$ cat config.mk
export PLATFORM = sky130hd
export DESIGN_NAME = fixed_float_conv_scheduler_flat
export DESIGN_NICKNAME = d
export VERILOG_FILES = /design/src/rtl/fixed_float_conv_scheduler_if.sv /design/src/rtl/fixed_float_conv_scheduler.sv /design/src/flat_wrapper.sv
export SDC_FILE = /design/constraint.sdc
export NUM_CORES = 1
export LEC_CHECK = 0
export ABC_AREA = 1
export BUFFER_PORTS_ARGS = -buffer_cell sky130_fd_sc_hd__buf_2
export CORE_UTILIZATION = 50
export CTS_CLUSTER_DIAMETER = 50
export CTS_CLUSTER_SIZE = 10
export DETAILED_ROUTE_END_ITERATION = 16
export HOLD_SLACK_MARGIN = 0.08
export PLACE_DENSITY = 0.9
export SLEW_MARGIN = 20
export SYNTH_ARGS = -nofsm -noshare
export SYNTH_HDL_FRONTEND = slang
export SYNTH_SLANG_ARGS = --single-unit
$ cat constraint.sdc
create_clock -name clk -period 5.95 [get_ports clk]
set_input_delay 0.2975 -clock clk [delete_from_list [all_inputs] [get_ports clk]]
set_output_delay 0.2975 -clock clk [all_outputs]
set_load 0.005 [all_outputs]
$ cat src/rtl/fixed_float_conv_scheduler_if.sv
// Bundle of the requester, converter and result channels around the shared
// fixed->float converter scheduler. master = scheduler side, slave = clients/converter.
interface fixed_float_conv_scheduler_if #(
    parameter int NUM_REQ = 4,
    parameter int ID_W    = 2
);
    logic [NUM_REQ-1:0]    req_valid;
    logic [NUM_REQ*22-1:0] req_data;
    logic [NUM_REQ-1:0]    req_ready;
    logic [21:0]           conv_data;
    logic                  conv_enable;
    logic [31:0]           conv_result;
    logic                  conv_done;
    logic                  res_valid;
    logic                  res_ready;
    logic [31:0]           res_data;
    logic [ID_W-1:0]       res_id;
    logic                  res_err;
    logic                  busy;

    modport master (
        input  req_valid, req_data, conv_result, conv_done, res_ready,
        output req_ready, conv_data, conv_enable, res_valid, res_data, res_id, res_err, busy
    );

    modport slave (
        output req_valid, req_data, conv_result, conv_done, res_ready,
        input  req_ready, conv_data, conv_enable, res_valid, res_data, res_id, res_err, busy
    );
endinterface

$ cat src/rtl/fixed_float_conv_scheduler.sv
// Round-robin scheduler sharing one fixed(Q1.20)->float converter between NUM_REQ clients.
// Optional WAIT watchdog enabled by defining FFC_SCHED_WDOG_EN.
//
// state    | meaning
// ---------+-----------------------------------------------------------
// ST_IDLE  | searching for a valid requester from rr_ptr, grant combinational
// ST_ISSUE | first converter-enable cycle, conv_done is stale and ignored
// ST_WAIT  | converter enabled, waiting for conv_done (or watchdog expiry)
// ST_RESP  | result presented on res_*, held until res_ready
module fixed_float_conv_scheduler #(
    parameter int NUM_REQ        = 4,
    parameter int ID_W           = 2,
    parameter int TIMEOUT_CYCLES = 64
) (
    input  logic                         clk,
    input  logic                         rst_n,
    fixed_float_conv_scheduler_if.master bus
);

    localparam logic [1:0] ST_IDLE  = 2'd0;
    localparam logic [1:0] ST_ISSUE = 2'd1;
    localparam logic [1:0] ST_WAIT  = 2'd2;
    localparam logic [1:0] ST_RESP  = 2'd3;

    localparam logic [31:0] QNAN = 32'h7FC0_0000;

    logic [1:0]      state;
    logic [ID_W-1:0] rr_ptr;
    logic [ID_W-1:0] grant_id;
    logic [ID_W-1:0] scan_idx;
    logic [ID_W-1:0] ptr_next;
    logic            grant_found;
    logic [21:0]     req_ops [NUM_REQ];
    logic [21:0]     op_q;
    logic [31:0]     res_data_q;
    logic [ID_W-1:0] res_id_q;
    logic            res_err_q;
    logic            wdog_expired;

    always_comb begin
        for (int i = 0; i < NUM_REQ; i++) begin
            req_ops[i] = bus.req_data[22*i +: 22];
        end
    end

    always_comb begin
        grant_found = 1'b0;
        grant_id    = '0;
        scan_idx    = '0;
        for (int k = 0; k < NUM_REQ; k++) begin
            scan_idx = ID_W'((int'(rr_ptr) + k) % NUM_REQ);
            if (!grant_found && bus.req_valid[scan_idx]) begin
                grant_found = 1'b1;
                grant_id    = scan_idx;
            end
        end
    end

    assign ptr_next = (grant_id == ID_W'(NUM_REQ - 1)) ? '0 : grant_id + 1'b1;

    // Grant is gated by rst_n so every output reads 0 while reset is held.
    always_comb begin
        bus.req_ready = '0;
        if (rst_n && (state == ST_IDLE) && grant_found) begin
            bus.req_ready[grant_id] = 1'b1;
        end
    end

`ifdef FFC_SCHED_WDOG_EN
    localparam int WDOG_W = (TIMEOUT_CYCLES > 2) ? $clog2(TIMEOUT_CYCLES) : 1;
    localparam logic [WDOG_W-1:0] WDOG_LAST = WDOG_W'(TIMEOUT_CYCLES - 1);

    logic [WDOG_W-1:0] wdog;

    always_ff @(posedge clk or negedge rst_n) begin
        if (!rst_n) begin
            wdog <= '0;
        end else if (state == ST_ISSUE) begin
            wdog <= '0;
        end else if (state == ST_WAIT) begin
            wdog <= wdog + 1'b1;
        end
    end

    assign wdog_expired = (wdog == WDOG_LAST);
`else
    logic unused_timeout;
    assign unused_timeout = ^TIMEOUT_CYCLES;
    assign wdog_expired   = 1'b0;
`endif

    always_ff @(posedge clk or negedge rst_n) begin
        if (!rst_n) begin
            state      <= ST_IDLE;
            rr_ptr     <= '0;
            op_q       <= '0;
            res_data_q <= '0;
            res_id_q   <= '0;
            res_err_q  <= 1'b0;
        end else begin
            case (state)
                ST_IDLE: begin
                    if (grant_found) begin
                        op_q     <= req_ops[grant_id];
                        res_id_q <= grant_id;
                        rr_ptr   <= ptr_next;
                        state    <= ST_ISSUE;
                    end
                end
                ST_ISSUE: begin
                    state <= ST_WAIT;
                end
                ST_WAIT: begin
                    // conv_done takes priority over a simultaneous watchdog expiry
                    if (bus.conv_done) begin
                        res_data_q <= bus.conv_result;
                        res_err_q  <= 1'b0;
                        state      <= ST_RESP;
                    end else if (wdog_expired) begin
                        res_data_q <= QNAN;
                        res_err_q  <= 1'b1;
                        state      <= ST_RESP;
                    end
                end
                ST_RESP: begin
                    if (bus.res_ready) begin
                        state <= ST_IDLE;
                    end
                end
                default: begin
                    state <= ST_IDLE;
                end
            endcase
        end
    end

    assign bus.conv_enable = (state == ST_ISSUE) || (state == ST_WAIT);
    assign bus.conv_data   = op_q;
    assign bus.res_valid   = (state == ST_RESP);
    assign bus.res_data    = res_data_q;
    assign bus.res_id      = res_id_q;
    assign bus.res_err     = res_err_q;
    assign bus.busy        = (state != ST_IDLE);

endmodule

$ cat src/flat_wrapper.sv
// flat-port wrapper written by rule: the top's interface ports become plain ports
module fixed_float_conv_scheduler_flat 
#(
    parameter int NUM_REQ        = 4,
    parameter int ID_W           = 2,
    parameter int TIMEOUT_CYCLES = 64
)
  (clk, rst_n, bus_req_valid, bus_req_data, bus_conv_result, bus_conv_done, bus_res_ready, bus_req_ready, bus_conv_data, bus_conv_enable, bus_res_valid, bus_res_data, bus_res_id, bus_res_err, bus_busy);
  fixed_float_conv_scheduler_if #(.NUM_REQ(NUM_REQ), .ID_W(ID_W)) bus_i ();
  input  logic clk;
  input  logic rst_n;
  input wire logic [$bits(bus_i.req_valid)-1:0] bus_req_valid;
  input wire logic [$bits(bus_i.req_data)-1:0] bus_req_data;
  input wire logic [$bits(bus_i.conv_result)-1:0] bus_conv_result;
  input wire logic [$bits(bus_i.conv_done)-1:0] bus_conv_done;
  input wire logic [$bits(bus_i.res_ready)-1:0] bus_res_ready;
  output wire logic [$bits(bus_i.req_ready)-1:0] bus_req_ready;
  output wire logic [$bits(bus_i.conv_data)-1:0] bus_conv_data;
  output wire logic [$bits(bus_i.conv_enable)-1:0] bus_conv_enable;
  output wire logic [$bits(bus_i.res_valid)-1:0] bus_res_valid;
  output wire logic [$bits(bus_i.res_data)-1:0] bus_res_data;
  output wire logic [$bits(bus_i.res_id)-1:0] bus_res_id;
  output wire logic [$bits(bus_i.res_err)-1:0] bus_res_err;
  output wire logic [$bits(bus_i.busy)-1:0] bus_busy;
  assign bus_i.req_valid = bus_req_valid;
  assign bus_i.req_data = bus_req_data;
  assign bus_i.conv_result = bus_conv_result;
  assign bus_i.conv_done = bus_conv_done;
  assign bus_i.res_ready = bus_res_ready;
  assign bus_req_ready = bus_i.req_ready;
  assign bus_conv_data = bus_i.conv_data;
  assign bus_conv_enable = bus_i.conv_enable;
  assign bus_res_valid = bus_i.res_valid;
  assign bus_res_data = bus_i.res_data;
  assign bus_res_id = bus_i.res_id;
  assign bus_res_err = bus_i.res_err;
  assign bus_busy = bus_i.busy;
  fixed_float_conv_scheduler #(.NUM_REQ(NUM_REQ), .ID_W(ID_W), .TIMEOUT_CYCLES(TIMEOUT_CYCLES)) u_core (.clk(clk), .rst_n(rst_n), .bus(bus_i));
endmodule
==> results of run 1 <==
## power breakdown
group          switching (mW)  leakage (nW)  internal, mW
logic                    1.20          2.12         0.698
registers               0.120         0.729         0.619
clock network           0.155         0.101         0.225
## synth_stat cells (4+ instances only)
master   count  area (sq um)
buf_6        7          78.8
buf_2       19          95.1
nand3_1     26           130
inv_1       61           229
nand2_1    215           807
inv_2        4          15.0
o21ai_0      5          25.0
nand4_1     45           282
nand2_2      4          25.0
ha_1         6          75.1
mux2_2      32           360
dfrtp_1     60          1500
## layout make-up
type / count / area [sq um]
clock buffers: 12 / 165
clock inverters: 3 / 45.0
repair buffers: 192 / 966
multi-input cells: 351 / 1840
flip-flops and latches: 60 / 1500
fillers: 635 / 2390
inverters: 66 / 255
well taps: 99 / 124
## registers in the layout, summed over array words and instances, names as in the netlist
signal	flops
u_core.rr_ptr	2
u_core.bus.res_data	32
u_core.state	2
u_core.bus.res_id	2
u_core.bus.conv_data	22
## final timing paths
| path | start | end | cells after the start |
|---|---|---|---|
| worst max register to register | u_core.rr_ptr[0] | u_core.rr_ptr[1] | 10 |
| min in group clk | bus_conv_result[22] | u_core.bus.res_data[22] | 2 |
| max in group asynchronous | rst_n | u_core.bus.res_data[27] | 2 |
| worst min register to register | u_core.bus.conv_data[0] | u_core.bus.conv_data[0] | 2 |
| worst min-delay path | rst_n | u_core.bus.conv_data[5] | 2 |
| worst max-delay path | u_core.rr_ptr[0] | bus_req_ready[1] | 12 |
## per-stage QoR
step / power [mW] / util / area [sq um]
CTS: 3.01 / 0.672 / 4900
finish: 3.02 / 0.672 / 4900
floorplan: 2.19 / - / 3800
global placement: 2.53 / 0.643 / 4690
detailed placement: 2.61 / 0.643 / 4690
global route: 3.31 / 0.672 / 4900
## cells by family after synthesis
kind of cell	count (synthesis)
and+or+nand+nor	302
buffers and inverters	97
DFF	60
muxes	32
AOI/OAI and AO/OA	10
adders and majority gates	6
other	1
## metal layers
layer | vias to the layer above | share of wire | global-route usage
met5 | - | 0 | 0
li1 | 1956 | - | -
met4 | 0 | 0.036 | 0.120
met2 | 215 | 0.51 | 0.475
met3 | 41 | 0.070 | 0.0480
met1 | 1855 | 0.38 | 0.298
==> impl_metrics.ini, run 1 <==
[detailed_routing]
remaining_drc_errors = 0
antenna_left = 0
drt_wl_total_mm = 10.3
routedWlPerCell_microns = 13.2
drtIter0Drc = 232
vias_per_cell = 5.19
dr.pass1.iters = 5
dr_total_vias = 4067

[clock_tree]
insertion_delay_ps = 330
cts.clk_slew.worst_paths_ps = 70
cts_resized = 0
cts-root-buf = clkbuf_8
cts.sinks = 60
cts_setup_buffers = 0
clockBufferDepth = 2
cts_tree = done
cts_buffers = 9
cts_hold_buffers = 0
htree_levels = 3

[logic_synthesis]
synthFlopType = dfrtp_1
yosys.area_share.simple = 0.356
synth_edf_count = 0
synth_cell_types = 25
syn_inst = 508
synth_xor_area_frac = 0
synth_compound_area_frac = 0.0135
muxShareOfSynthArea = 0.0949
synth_top_family_by_area = simple AND/OR/NAND/NOR gates
yosys_warnings = 0
ys_ff_latch = 60
async_reset_ff_frac = 1.00
netlist_area_sq_um = 3800
synth_seq_area_share = 0.395
syn_nets = 642
synthAdderAreaFrac = 0.0198
postSynthAreaPerCell_sq_um = 7.48

[die]
die_area_sq_um = 7950
io_pins = 192
rows = 31
start_util = 0.521
die_x_microns = 89.2
dieHeight_microns = 89.2
coreArea_sq_um = 7290

[timing]
rsz0062_at_grt = false
clock_skew_ps = 5.15
drv_slew = 0
slew_headroom = 0.497
period_share = 0.618
hold_viol_final = 0
setup_tns_ps = 0
worst_pin_slew_ps = 754
setup_ws_ps = 2270
finalSetupViolCount = 0
finalHoldWorstSlack_ps = 117
period_minus_slack_ps = 3680
clock.fmax_mhz = 272

[placed_design]
place.port_buffers = 190
dpl.hpwl_mm = 7.61
dp_cells = 768
post-place-ws_ps = 2700
place_congestion = 0.900

[power_and_ir_drop]
power_density_nw_per_um2 = 615
ir_drop_mv = 0.399
p_leak_nw = 2.95

[setup_path]
path_buf_inv = 4
cp_cell_sequence = inv_8 > nand2_1 > nand3_1 > nand2_1 > nor2_2 > nand3_2 > buf_4 > nand2_4 > inv_2 > nand2_1 > nor3_1 > buf_2
arrival_ps = 3380
crit_required_ps = 5650
end_kind = primary output
worstSetupPathType = flop to primary output
cp_top_family = simple AND/OR/NAND/NOR gates
start_kind = flop
max_stage_delay_ps = 640
ff2ff_setup_slack_ps = 3040
cpMostUsedCell = nand2_1
cp_max_fo = 28
critPathSlowestCell = dfrtp_1

[layout]
final_common_cell = nand2_1
area_growth_pct = 29.0
nets = 814
drive_above_1_share = 0.374
mostFrequentLayoutCells = 214 x nand2_1, 190 x buf_2, 61 x inv_1
diodes = 0
stdcell_count = 783

[grt]
grt_overflow = 0
antenna_found_initial = 0
grt_pass1_vias = 3681
grt_max_degree = 62
grtUsageTotal = 0.262
grt_pass1_wl_mm = 15.9

[min_path]
hold_class = primary input to async pin

[run_status]
outcome = finished clean

[run]
cap_viol_max_count = 0
No activity file was read; power rests on OpenSTA's default activity.
==> run 2, diff against run 1 <==
Settings changed: CORE_UTILIZATION 50 to 46, PLACE_DENSITY 0.9 to 0.84.
Clock period 5.95 ns to 3.6 ns, I/O delays scaled along.
==> impl_metrics.ini, run 2 (synthesis gave the netlist of run 1 again) <==
[power_and_ir_drop]
p_clk_frac = 0.124
p_leak_nw = 3.09
comb_power_share = 0.631
swShare = 0.489
power_density_nw_per_um2 = 961
ir_drop_mv = 0.781
seq_power_share = 0.245
p_sw_mw = 2.45
intPower_mw = 2.56

[placed_design]
dpl.hpwl_mm = 7.94
place.port_buffers = 190
dp_cells = 774
place_congestion = 0.922

[grt]
grt_pass1_vias = 3923
grtUsageTotal = 0.262
busiest_layer = met2
grt_pass1_wl_mm = 17.7
use_met3 = 0.0534
grt_overflow = 0
met1_usage = 0.312
met2_usage = 0.463
grt_max_degree = 46
antenna_found_initial = 0

[die]
dieHeight_microns = 92.9
die_area_sq_um = 8630
io_pins = 192
rows = 32
die_x_microns = 92.9
start_util = 0.484
coreArea_sq_um = 7850

[min_path]
hold_depth = 2
hold_class = primary input to flop

[detailed_routing]
antenna_left = 0
routedWlPerCell_microns = 13.6
remaining_drc_errors = 0
dr_total_vias = 4148
drtIter0Drc = 236
vias_per_cell = 5.06
dr.pass1.iters = 7
drt_wl_total_mm = 11.1

[clock_tree]
cts_resized = 0
cts_buffers = 9
cts_setup_buffers = 0
cts-root-buf = clkbuf_8
cts.sinks = 60
cts.clk_slew.worst_paths_ps = 70
insertion_delay_ps = 330
htree_levels = 3
clockBufferDepth = 2
cts_tree = done

[timing]
slew_headroom = 0.572
period_share = 0.812
finalHoldWorstSlack_ps = 96.6
period_minus_slack_ps = 2920
worst_pin_slew_ps = 642
clock_skew_ps = 4.79
finalSetupViolCount = 0
clock.fmax_mhz = 342
setup_tns_ps = 0
drv_slew = 0
rsz0062_at_grt = false
hold_viol_final = 0

[layout]
drive_above_1_share = 0.361
largest_reg_flops = 32
nets = 846
final_common_cell = nand2_1
postLayoutCoreUtil = 0.664
mostFrequentLayoutCells = 215 x nand2_1, 190 x buf_2, 61 x inv_1
area_growth_pct = 37.2
stdcell_count = 819
diodes = 0

[setup_path]
arrival_ps = 2740
start_kind = flop
crit_required_ps = 3420
cp_max_fo = 27
worstSetupPathType = flop to primary output
worstRegToRegCells = 13
end_kind = primary output

[run_status]
outcome = finished clean

[run]
cap_viol_max_count = 0
-- run 2: final timing paths --
| check | startpoint | to | slack [ps] |
|---|---|---|---|
| max | u_core.rr_ptr[0] | bus_req_ready[0] | 680 |
| min | bus_conv_result[4] | u_core.bus.res_data[4] | 100 |
| max in group asynchronous | rst_n | u_core.bus.res_data[9] | 2300 |
| min in group asynchronous | rst_n | u_core.bus.res_data[8] | 400 |
| max reg2reg | u_core.rr_ptr[0] | u_core.bus.conv_data[1] | 790 |
| min reg2reg | u_core.bus.conv_data[21] | u_core.bus.conv_data[21] | 480 |
-- run 2: stage by stage --
stage,area [sq um],setup slack [ps],power [mW]
after floorplan,3800,1710,3.62
after global placement,4710,1010,4.23
after detailed placement,4710,874,4.35
after CTS,5190,698,5.02
after global routing,5210,432,5.50
final,5210,676,5.01
-- run 2: timing repair --
action	4_1_cts	5_1_grt
setup endpoints to repair	0	0
endpoints found under the hold margin	54	2
hold buffers	27	2
-- run 2: power by group through the flow --
stage	Clock [mW]	Sequential, mW	Combinational, mW
3_5_place_dp	0	1.23	3.12
5_1_grt	0.673	1.26	3.57
6_report	0.623	1.23	3.16
2_1_floorplan	0	1.22	2.40
4_1_cts	0.645	1.22	3.16
3_3_place_gp	0	1.21	3.02
-- run 2: metal layers --
metal  wire (microns)  part of all wire
met4              355             0.032
met5                0                 0
met1             4280              0.39
met2             5690              0.51
met3              782             0.070
-- run 2: layout make-up --
class | count | area [sq um]
inverters | 66 | 255
clock inverters | 6 | 70.1
clock buffers | 10 | 138
repair buffers | 224 | 1280
well taps | 102 | 128
multi-input cells | 351 | 1840
fillers | 711 | 2640
flip-flops and latches | 60 | 1500
-- run 2: worst max-delay path, stage by stage (launching register included) --
cell and delay [ps]:
dfrtp_1 650, inv_8 80, nand2_1 110, nand3_1 100, nand2_1 140, nor2_2 60, nand3_2 110, nand2_4 200
inv_2 440, nand2_1 190, nor3_1 170, buf_2 140
==> run 3, diff against run 2 <==
Settings changed: CORE_UTILIZATION 46 to 42, PLACE_DENSITY 0.84 to 0.81.
Clock period 3.6 ns to 2.6 ns, I/O delays scaled along.
==> impl_metrics.ini, run 3 (synthesis gave the netlist of run 1 again) <==
[power_and_ir_drop]
ir_drop_mv = 0.894
power_density_nw_per_um2 = 1370
p_leak_nw = 3.15

[setup_path]
worstSetupPathType = flop to primary output
cp_max_fo = 15
r2r-start = u_core.rr_ptr[0]
crit_start = u_core.rr_ptr[0]
arrival_ps = 2350
end_kind = primary output
start_kind = flop
critPathSlowestCell = dfrtp_2
cp_top_family = simple AND/OR/NAND/NOR gates
worstRegToRegCells = 12
max_stage_delay_ps = 510
path_buf_inv = 5
cp_cell_sequence = inv_8 > nand2_1 > nand3_1 > nand2_1 > inv_2 > nand2_2 > nand2_4 > nand3_4 > inv_1 > ha_1 > inv_1 > nor2_1 > buf_2
regToRegEndpoint = u_core.rr_ptr[0]
ff2ff_setup_slack_ps = 390
crit_required_ps = 2470

[layout]
final_common_cell = nand2_1
nets = 855
area_growth_pct = 41.3
final_area_sq_um = 5370
diodes = 0
drive_above_1_share = 0.365
largest_reg_flops = 32
nFillCells = 772
mostFrequentLayoutCells = 215 x nand2_1, 190 x buf_2, 61 x inv_1

[timing]
worst_pin_slew_ps = 769
hold_viol_final = 0
period_share = 0.953
setup_tns_ps = 0
period_minus_slack_ps = 2480
finalSetupViolCount = 0
clock.fmax_mhz = 403
setup_ws_ps = 121
drv_slew = 0
clock_skew_ps = 7.38
slew_headroom = 0.487
rsz0062_at_grt = true

[clock_tree]
cts.sinks = 60
htree_levels = 3
cts_tree = done
cts-root-buf = clkbuf_8
cts_buffers = 9
clockBufferDepth = 2
cts_setup_buffers = 0
insertion_delay_ps = 340
cts.clk_slew.worst_paths_ps = 80

[die]
rows = 34
die_area_sq_um = 9430
io_pins = 192
coreArea_sq_um = 8720
start_util = 0.436
die_x_microns = 97.1
dieHeight_microns = 97.1

[grt]
grtUsageTotal = 0.250
grt_pass1_wl_mm = 19.0
grt_pass1_vias = 3982
antenna_found_initial = 0
grt_max_degree = 61
grt_overflow = 0

[placed_design]
post-place-ws_ps = 281
place_congestion = 0.952
dpl_cell_area_sq_um = 4760
dpl.hpwl_mm = 8.17
place.port_buffers = 190

[run_status]
outcome = finished clean

[detailed_routing]
dr.pass1.iters = 4
vias_per_cell = 4.99
antenna_left = 0
drtIter0Drc = 232
drt_wl_total_mm = 11.7
dr_total_vias = 4159
remaining_drc_errors = 0
routedWlPerCell_microns = 14.0

[min_path]
min_to = u_core.state[0]
hold_start = bus_conv_done
hold_class = primary input to flop
hold_depth = 3

[run]
cap_viol_max_count = 0
run 3: how the worst max path moves through the flow:
| stage | cells past startpoint | endpoint | slack (ps) |
|---|---|---|---|
| 6_report | 13 | bus_req_ready[3] | 120 |
| 5_1_grt | 13 | bus_req_ready[3] | -40 |
| 4_1_cts | 13 | bus_req_ready[3] | 30 |
| 3_5_place_dp | 16 | u_core.bus.conv_data[6] | 280 |
| 3_3_place_gp | 13 | u_core.bus.conv_data[19] | 400 |
| 2_1_floorplan | 13 | u_core.rr_ptr[1] | 710 |
run 3: cell type report:
class	count	area, sq um	share of cell area
timing repair buffer	232	1370	0.254
multi-input combinational	352	1860	0.347
tap	108	135	0.0252
clock inverter	7	124	0.0231
inverter	66	255	0.0476
sequential	60	1500	0.280
clock buffer	9	124	0.0231
run 3: worst min-delay path, stage by stage:
cell and delay, ps:
buf_2 90, o21ai_1 80, a21oi_1 120
run 3: what timing repair did:
action                                  in CTS  in global routing
resized for setup                            1                  2
pin swaps                                    0                  1
endpoints found under the setup margin       2                  3
hold buffers                                33                  0
cloned                                       0                  1
endpoints found under the hold margin       92                  0
run 3: power breakdown:
| group | leakage (nW) | internal [mW] | total (mW) | switching [mW] |
|---|---|---|---|---|
| registers | 0.728 | 1.42 | 1.70 | 0.285 |
| clock network | 0.120 | 0.643 | 1.04 | 0.400 |
| logic | 2.31 | 1.78 | 4.59 | 2.80 |
| total | 3.15 | 3.84 | 7.33 | 3.49 |
run 3: per-layer routing:
layer,GRT usage,vias to the layer above,part of all wire
li1,-,2041,-
met1,0.312,1891,0.41
met2,0.422,198,0.49
met3,0.0410,29,0.064
met4,0.116,0,0.033
met5,0,-,0
run 3: stage by stage:
step,utilization,instances,hold slack [ps],power (mW)
after floorplan,-,508,-166,5.01
after global placement,0.546,784,362,6.00
after detailed placement,0.546,784,366,6.14
after CTS,0.613,833,122,7.25
after global routing,0.615,834,183,8.06
final,0.615,834,131,7.33
